--- config.mk ---
export PLATFORM = sky130hd
export DESIGN_NAME = cc_expun_wbq_flat
export DESIGN_NICKNAME = d
export VERILOG_FILES = /design/src/rtl/cc_expun_wbq_if.sv /design/src/rtl/cc_expun_wbq.sv /design/src/flat_wrapper.sv
export SDC_FILE = /design/constraint.sdc
export NUM_CORES = 1
export LEC_CHECK = 0
export BUFFER_PORTS_ARGS = -buffer_cell sky130_fd_sc_hd__buf_2
export CAP_MARGIN = 20
export CORE_UTILIZATION = 40
export DETAILED_ROUTE_END_ITERATION = 16
export MAX_ROUTING_LAYER = met4
export PLACE_DENSITY = 0.61
export SLEW_MARGIN = 0
export SYNTH_ARGS = -nofsm -noshare
export SYNTH_HDL_FRONTEND = slang
export SYNTH_SLANG_ARGS = --single-unit
export TNS_END_PERCENT = 100
--- constraint.sdc ---
create_clock -name clk -period 5.2 [get_ports clk]
set_input_delay 1.04 -clock clk [delete_from_list [all_inputs] [get_ports clk]]
set_output_delay 1.04 -clock clk [all_outputs]
set_load 0.05 [all_outputs]
--- src/rtl/cc_expun_wbq_if.sv ---
// Expunge / writeback / lookup bundle for the eviction writeback queue.
// master: queue side; slave: tag ways, fill path and writeback consumer.
interface cc_expun_wbq_if #(
  parameter int DEPTH      = 8,
  parameter int ADDR_WIDTH = 37,
  parameter int WAYS       = 4
);
  logic [WAYS-1:0]                 exp_en;
  logic [WAYS-1:0][ADDR_WIDTH-1:0] exp_addr;
  logic                            wb_valid;
  logic [ADDR_WIDTH-1:0]           wb_addr;
  logic                            wb_ready;
  logic                            chk_en;
  logic [ADDR_WIDTH-1:0]           chk_addr;
  logic                            chk_hit;
  logic                            fill_stall;
  logic                            ovf;
  logic [$clog2(DEPTH):0]          count;

  modport master (
    input  exp_en, exp_addr, wb_ready, chk_en, chk_addr,
    output wb_valid, wb_addr, chk_hit, fill_stall, ovf, count
  );

  modport slave (
    output exp_en, exp_addr, wb_ready, chk_en, chk_addr,
    input  wb_valid, wb_addr, chk_hit, fill_stall, ovf, count
  );
endinterface

--- src/rtl/cc_expun_wbq.sv ---
// Eviction writeback queue: captures tag-way victim addresses, merges
// duplicates, issues writebacks over valid/ready, answers in-flight lookups.
// Ports: clk, rst (sync, active-high), bus (cc_expun_wbq_if.master).
module cc_expun_wbq #(
  parameter int DEPTH      = 8,
  parameter int ADDR_WIDTH = 37,
  parameter int WAYS       = 4
) (
  input  logic          clk,
  input  logic          rst,
  cc_expun_wbq_if.master bus
);
  localparam int PW = $clog2(DEPTH);
  localparam int CW = PW + 1;
  localparam logic [WAYS-1:0] W_ONE = WAYS'(1);

  logic [ADDR_WIDTH-1:0] r_addr [DEPTH];
  logic [DEPTH-1:0]      r_vld;
  logic [PW-1:0]         r_head;
  logic [PW-1:0]         r_tail;
  logic [CW-1:0]         r_count;
  logic                  r_stall;
  logic                  r_ovf;
  logic                  r_hit;

  logic                  w_pop;
  logic                  w_req;
  logic [ADDR_WIDTH-1:0] w_paddr;
  logic                  w_multi;
  logic                  w_merge;
  logic                  w_chk_m;
  logic                  w_full;
  logic                  w_push;
  logic                  w_drop;
  logic [CW-1:0]         w_cnt_nxt;

  assign w_pop = (r_count != '0) && bus.wb_ready;

  // Lowest-index strobing way wins.
  always_comb begin
    w_req   = 1'b0;
    w_paddr = '0;
    for (int i = WAYS - 1; i >= 0; i--) begin
      if (bus.exp_en[i]) begin
        w_req   = 1'b1;
        w_paddr = bus.exp_addr[i];
      end
    end
  end

  assign w_multi = |(bus.exp_en & (bus.exp_en - W_ONE));

  // The head leaving this edge no longer counts as pending.
  always_comb begin
    w_merge = 1'b0;
    w_chk_m = 1'b0;
    for (int i = 0; i < DEPTH; i++) begin
      if (r_vld[i] && !(w_pop && (PW'(i) == r_head))) begin
        if (r_addr[i] == w_paddr)      w_merge = 1'b1;
        if (r_addr[i] == bus.chk_addr) w_chk_m = 1'b1;
      end
    end
  end

  assign w_full    = (r_count == CW'(DEPTH));
  assign w_push    = w_req && !w_merge && (!w_full || w_pop);
  assign w_drop    = w_req && !w_merge && w_full && !w_pop;
  assign w_cnt_nxt = r_count + CW'(w_push) - CW'(w_pop);

  always_ff @(negedge clk) begin
    if (rst) begin
      for (int i = 0; i < DEPTH; i++) r_addr[i] <= '0;
      r_vld   <= '0;
      r_head  <= '0;
      r_tail  <= '0;
      r_count <= '0;
      r_stall <= 1'b0;
      r_ovf   <= 1'b0;
      r_hit   <= 1'b0;
    end else begin
      if (w_pop) begin
        r_vld[r_head] <= 1'b0;
        r_head        <= r_head + 1'b1;
      end
      // Full push+pop hits the same slot; the push must win.
      if (w_push) begin
        r_addr[r_tail] <= w_paddr;
        r_vld[r_tail]  <= 1'b1;
        r_tail         <= r_tail + 1'b1;
      end
      r_count <= w_cnt_nxt;
      r_stall <= (w_cnt_nxt >= CW'(DEPTH - 1));
      r_ovf   <= r_ovf | w_multi | w_drop;
      r_hit   <= bus.chk_en &&
                 (w_chk_m || (w_push && (bus.chk_addr == w_paddr)));
    end
  end

  assign bus.wb_valid   = (r_count != '0);
  assign bus.wb_addr    = r_addr[r_head];
  assign bus.chk_hit    = r_hit;
  assign bus.fill_stall = r_stall;
  assign bus.ovf        = r_ovf;
  assign bus.count      = r_count;
endmodule

--- src/flat_wrapper.sv ---
// flat-port wrapper written by rule: the top's interface ports become plain ports
module cc_expun_wbq_flat 
#(
  parameter int DEPTH      = 8,
  parameter int ADDR_WIDTH = 37,
  parameter int WAYS       = 4
)
  (clk, rst, bus_exp_en, bus_exp_addr, bus_wb_ready, bus_chk_en, bus_chk_addr, bus_wb_valid, bus_wb_addr, bus_chk_hit, bus_fill_stall, bus_ovf, bus_count);
  cc_expun_wbq_if #(.DEPTH(DEPTH), .ADDR_WIDTH(ADDR_WIDTH), .WAYS(WAYS)) bus_i ();
  input  logic clk;
  input  logic rst;
  input wire logic [$bits(bus_i.exp_en)-1:0] bus_exp_en;
  input wire logic [$bits(bus_i.exp_addr)-1:0] bus_exp_addr;
  input wire logic [$bits(bus_i.wb_ready)-1:0] bus_wb_ready;
  input wire logic [$bits(bus_i.chk_en)-1:0] bus_chk_en;
  input wire logic [$bits(bus_i.chk_addr)-1:0] bus_chk_addr;
  output wire logic [$bits(bus_i.wb_valid)-1:0] bus_wb_valid;
  output wire logic [$bits(bus_i.wb_addr)-1:0] bus_wb_addr;
  output wire logic [$bits(bus_i.chk_hit)-1:0] bus_chk_hit;
  output wire logic [$bits(bus_i.fill_stall)-1:0] bus_fill_stall;
  output wire logic [$bits(bus_i.ovf)-1:0] bus_ovf;
  output wire logic [$bits(bus_i.count)-1:0] bus_count;
  assign bus_i.exp_en = bus_exp_en;
  assign bus_i.exp_addr = bus_exp_addr;
  assign bus_i.wb_ready = bus_wb_ready;
  assign bus_i.chk_en = bus_chk_en;
  assign bus_i.chk_addr = bus_chk_addr;
  assign bus_wb_valid = bus_i.wb_valid;
  assign bus_wb_addr = bus_i.wb_addr;
  assign bus_chk_hit = bus_i.chk_hit;
  assign bus_fill_stall = bus_i.fill_stall;
  assign bus_ovf = bus_i.ovf;
  assign bus_count = bus_i.count;
  cc_expun_wbq #(.DEPTH(DEPTH), .ADDR_WIDTH(ADDR_WIDTH), .WAYS(WAYS)) u_core (.clk(clk), .rst(rst), .bus(bus_i));
endmodule
**Word level (Yosys, flattened, before mapping)**

Memories as Yosys holds them, arrays and structs flattened. A register that Yosys moved wholly into a read port is not among the register bits.
Cells that the tools add are included.
Widths: inputs -> output; s select.

- Latch bits: 0
- Flip-flop bits (word level): 21
- Bits in read-only memories: 0
- Memories kept: 1
- Bits in writable memories: 296
- Logic and storage cells: 148
- Output and inout bits: 45

- Order comparisons: 5
- Multiplexer cells: 57
- Divide/modulo/power cells: 0
- Multiply operators: 0
- Reductions and logical operators: 42
- Add/sub/neg operators: 5
- Bitwise gates (word level): 6
- Equal/unequal tests: 25
- Shift operators: 0

Memories:

| memory | depth | bits a word | rd ports | clocked after Yosys merged registers in | wr ports | line | text |
|---|---|---|---|---|---|---|---|
| u_core.r_addr | 8 | 37 | 9 | 1 | 8 | cc_expun_wbq.sv:17 | `logic [ADDR_WIDTH-1:0] r_addr [DEPTH];` |

Operator list:

| operator | count |
|---|---|
| $eq 37x37->1 | 17 |
| $mux 37 | 5 |
| $mux 1 | 44 |
| $reduce_or 37->1 | 1 |
| $logic_and 1x1->1 | 25 |
| $mux 8 | 3 |
| $eq 3x3->1 const A | 4 |
| $logic_not 1->1 | 11 |
| $mux 3 | 3 |
| $and 8x8->8 | 1 |
| $lt 3x4->1 const B | 2 |
| $not 8->8 | 1 |
| $or 8x8->8 | 1 |
| $add 3x1->3 const B | 2 |
| $demux 1 s3 | 2 |
| $eq 2x3->1 const A | 2 |
| $ge 3x1->1 const B | 2 |
| $add 4x1->4 | 1 |
| $and 4x4->4 | 1 |
| $eq 4x4->1 const B | 1 |
| $ge 4x3->1 const B | 1 |
| $reduce_bool 4->1 | 1 |
| $reduce_or 4->1 | 1 |
| $sub 4x1->4 | 1 |
| other kinds (5) | 7 |

**Logic depth before layout (Yosys ltp)**

- Depth in word-level cells: 29
- Gate-level depth with buffers: 16

==> impl_metrics.json <==
{
  "timing.hold.ws_ps": 508,
  "clockBufferDepth": 3,
  "setup_viol": 648,
  "initial_core_util_pct": 40.5,
  "dieHeight_um": 241,
  "final_area_sq_mm": 0.0369,
  "crit_slowest_cell": "xor2_1",
  "numCtsBuffers": 40,
  "hp-class": "flip-flop to flip-flop",
  "rows": 87,
  "crit_arrival_ps": 4760,
  "max-cap-violations": 0,
  "synth_area_sq_mm": 0.0229,
  "drive_above_1_share_pct": 45.5,
  "final_antenna_net_count": 0,
  "critPathTopFamily": "buffers and inverters",
  "grt_pass1_wl_mm": 193,
  "slew_headroom_pct": 31.0,
  "fin_cells": 4180,
  "critPathKind": "input port to flip-flop",
  "synth.most_common_cell": "xnor2_1",
  "fp.dieW_um": 241,
  "fill_cells": 4254,
  "ir_worst_vdd_uv": 521,
  "r2r_cells": 16,
  "async_flop_share_pct": 0,
  "ios": 238,
  "grt_pass1_vias": 24467,
  "drc_errors": 0,
  "synth_area_per_cell_sq_um": 11.3,
  "dpl.hpwl_mm": 118,
  "first_pass_iters": 6,
  "ys_seq_area_share_pct": 40.9,
  "rrSetupSlack_ps": 640,
  "finalSetupTns_ps": -1026190,
  "worst-path-buf-inv": 8,
  "worstPathCellList": "buf_6 -> nand2b_4 -> buf_4 -> buf_4 -> o221ai_4 -> xor2_1 -> nand4_1 -> nor4_2 -> buf_4 -> a41oi_2 -> buf_6 -> nand3_4 -> nor4_4 -> buf_12 -> nand4b_4 -> buf_12 -> nand2_8 -> clkbuf_16",
  "skew_ps": 89.7,
  "first_iter_violations": 3714,
  "violations": "setup timing",
  "slowest_delay_ps": 590,
  "end_kind": "flip-flop",
  "wl_mm": 158,
  "syn_nets": 2230,
  "synth_common_cells": "xnor2_1, nor2_1, xor2_1",
  "start_kind": "input port",
  "rr_endpoint": "u_core.bus.fill_stall",
  "crit_cells": 18,
  "core-area_sq_mm": 0.0565,
  "r2r_start": "u_core.bus.count[2]",
  "worst_slack_ps": -1790,
  "htree_levels": 2,
  "viasPerCell": 6.17,
  "place_congestion": 1.14,
  "clockRootBuffer": "clkbuf_16",
  "synth.distinct_cells": 64,
  "final_max_slew_viol_count": 0,
  "clkLatencyLatePin_ps": 700,
  "dieArea_sq_mm": 0.0582,
  "synth_top_area_share_pct": 38.8,
  "overflow": 0,
  "fin_nets": 3588,
  "vias": 25774,
  "status": "finished with violations",
  "synth_area_leaders": "edfxtp_1, xnor2_1, xor2_1, mux4_2, nor2_1",
  "tritoncts": "done",
  "numPortBuffers": 237,
  "required_ps": 2970,
  "track_usage_pct": 51.8,
  "antenna_found_initial": 13,
  "clkTransAtPathRegs_ps": 30,
  "setup.worst_path.end": "u_core.r_addr[3][29]",
  "cts_sinks": 320,
  "p_leak_nw": 16.7,
  "synth-edff-count": 296,
  "final_util_pct": 65.3,
  "setup.worst_path.start": "bus_exp_en[0]",
  "critPathMaxFanout": 14,
  "synth_seq_cells": 320,
  "synth_warnings": 0,
  "synthCells": 2023,
  "dp.cells": 3667,
  "yosysTopAreaCell": "edfxtp_1",
  "rsz0062_at_grt": "yes",
  "crit_path_frequent_cell": "buf_4",
  "syn_to_final_growth_pct": 61.2,
  "synth_ff_type": "edfxtp_1",
  "powerDensity_mw_per_mm2": 400,
  "place_area_sq_mm": 0.0315,
  "finalHoldViolCount": 0,
  "wl_per_cell_um": 37.8,
  "grt_start_max_net_pins": 31,
  "tightest_slew_ps": 1030
}
## where the power goes
part / switching [mW] / internal, mW / total [mW]
clock network: 2.06 / 2.00 / 4.07
logic: 4.32 / 2.78 / 7.10
registers: 0.329 / 3.25 / 3.58
## stage by stage
step / setup WS [ps] / power (mW)
2_1_floorplan: -1570 / 6.79
5_1_grt: -1750 / 15.0
6_report: -1790 / 14.7
4_1_cts: -1650 / 13.8
3_5_place_dp: -2790 / 9.97
3_3_place_gp: -3090 / 9.91
## worst min-delay path by stage
stage / start / to / slack (ps) / cells after the start
6_report: u_core.r_vld[0] / u_core.r_vld[0] / 510 / 2
5_1_grt: u_core.r_vld[0] / u_core.r_vld[0] / 520 / 2
4_1_cts: u_core.r_vld[7] / u_core.r_vld[7] / 480 / 2
3_5_place_dp: u_core.r_vld[6] / u_core.r_vld[6] / 470 / 2
3_3_place_gp: u_core.bus.ovf / u_core.bus.ovf / 460 / 2
2_1_floorplan: u_core.r_vld[6] / u_core.r_vld[6] / 450 / 2
## worst reg2reg max path: cells and delay by family (launching register included)
kind	cells	cell delay [ps]
flip-flops	1	320
adder cells (fa/ha/maj)	3	930
buffers and inverters	4	690
AND/OR/NAND/NOR	7	1660
AO/OA/AOI/OAI	2	880
## state kept, by name, indices dropped and copies added, names as in the netlist, named ones only
signal and cells:
u_core.r_head 3, u_core.bus.fill_stall 1, u_core.r_addr 296, u_core.bus.count 4
u_core.bus.ovf 1, u_core.r_tail 3, u_core.bus.chk_hit 1, u_core.r_vld 8
## layout make-up
class | instances | area (sq um) | area share [%]
timing repair buffer | 1160 | 9980 | 27.1
clock buffer | 40 | 1000 | 2.71
antenna | 14 | 35.0 | 0.0950
multi-input combinational | 1522 | 14000 | 37.9
sequential | 320 | 9380 | 25.4
tap | 756 | 946 | 2.56
clock inverter | 351 | 1520 | 4.12
inverter | 17 | 63.8 | 0.173
## cells by family after synthesis
group,share of synthesized area (%)
mux,9.15
fa+ha+maj,0.842
flops,40.9
buf+inv,3.77
xor+xnor,24.0
compound gates,6.58
simple gates,14.7
## layout by cell type, fill, tap and decap left out, drive strengths merged, types with 2 or more instances in the layout
master,Yosys,final
xnor2,328,328
ha,13,13
and3b,36,36
xor2,300,300
a31oi,3,3
inv,17,351
clkbuf,80,59
a21oi,5,5
a41oi,3,3
o22ai,3,3
nand4b,3,3
nor3,12,12
diode,0,14
clkinv,1,3
o211ai,4,4
a21boi,3,3
buf,84,1139
edfxtp,296,296
mux2,37,37
bufinv,0,5
nor4,104,104
or4,2,2
dfxtp,24,24
o21ai,4,4
mux4,74,74
clkinvlp,0,9
bufbuf,0,2
nand2b,37,38
nor2,314,314
nor2b,3,3
nand2,33,33
a211oi,3,3
a211o,36,36
o221ai,36,36
nand4,90,90
nand3,12,12
o311ai,2,2
## per-layer routing
metal	up-vias	part of all wire [%]	GRT usage, %	wire [um]
li1	10013	-	-	-
met1	12435	34	59.7	53600
met2	2611	42	76.1	66300
met3	715	14	14.9	21800
met4	0	10	39.9	16300
met5	-	0	-	0
## what timing repair did
item,in CTS,in global routing
cloned,6,22
pin swaps,33,47
endpoints found under the setup margin,648,648
setup buffers,25,59
gates resized for setup,89,243
hold buffers,0,0
No activity file was read; power rests on OpenSTA's default activity.
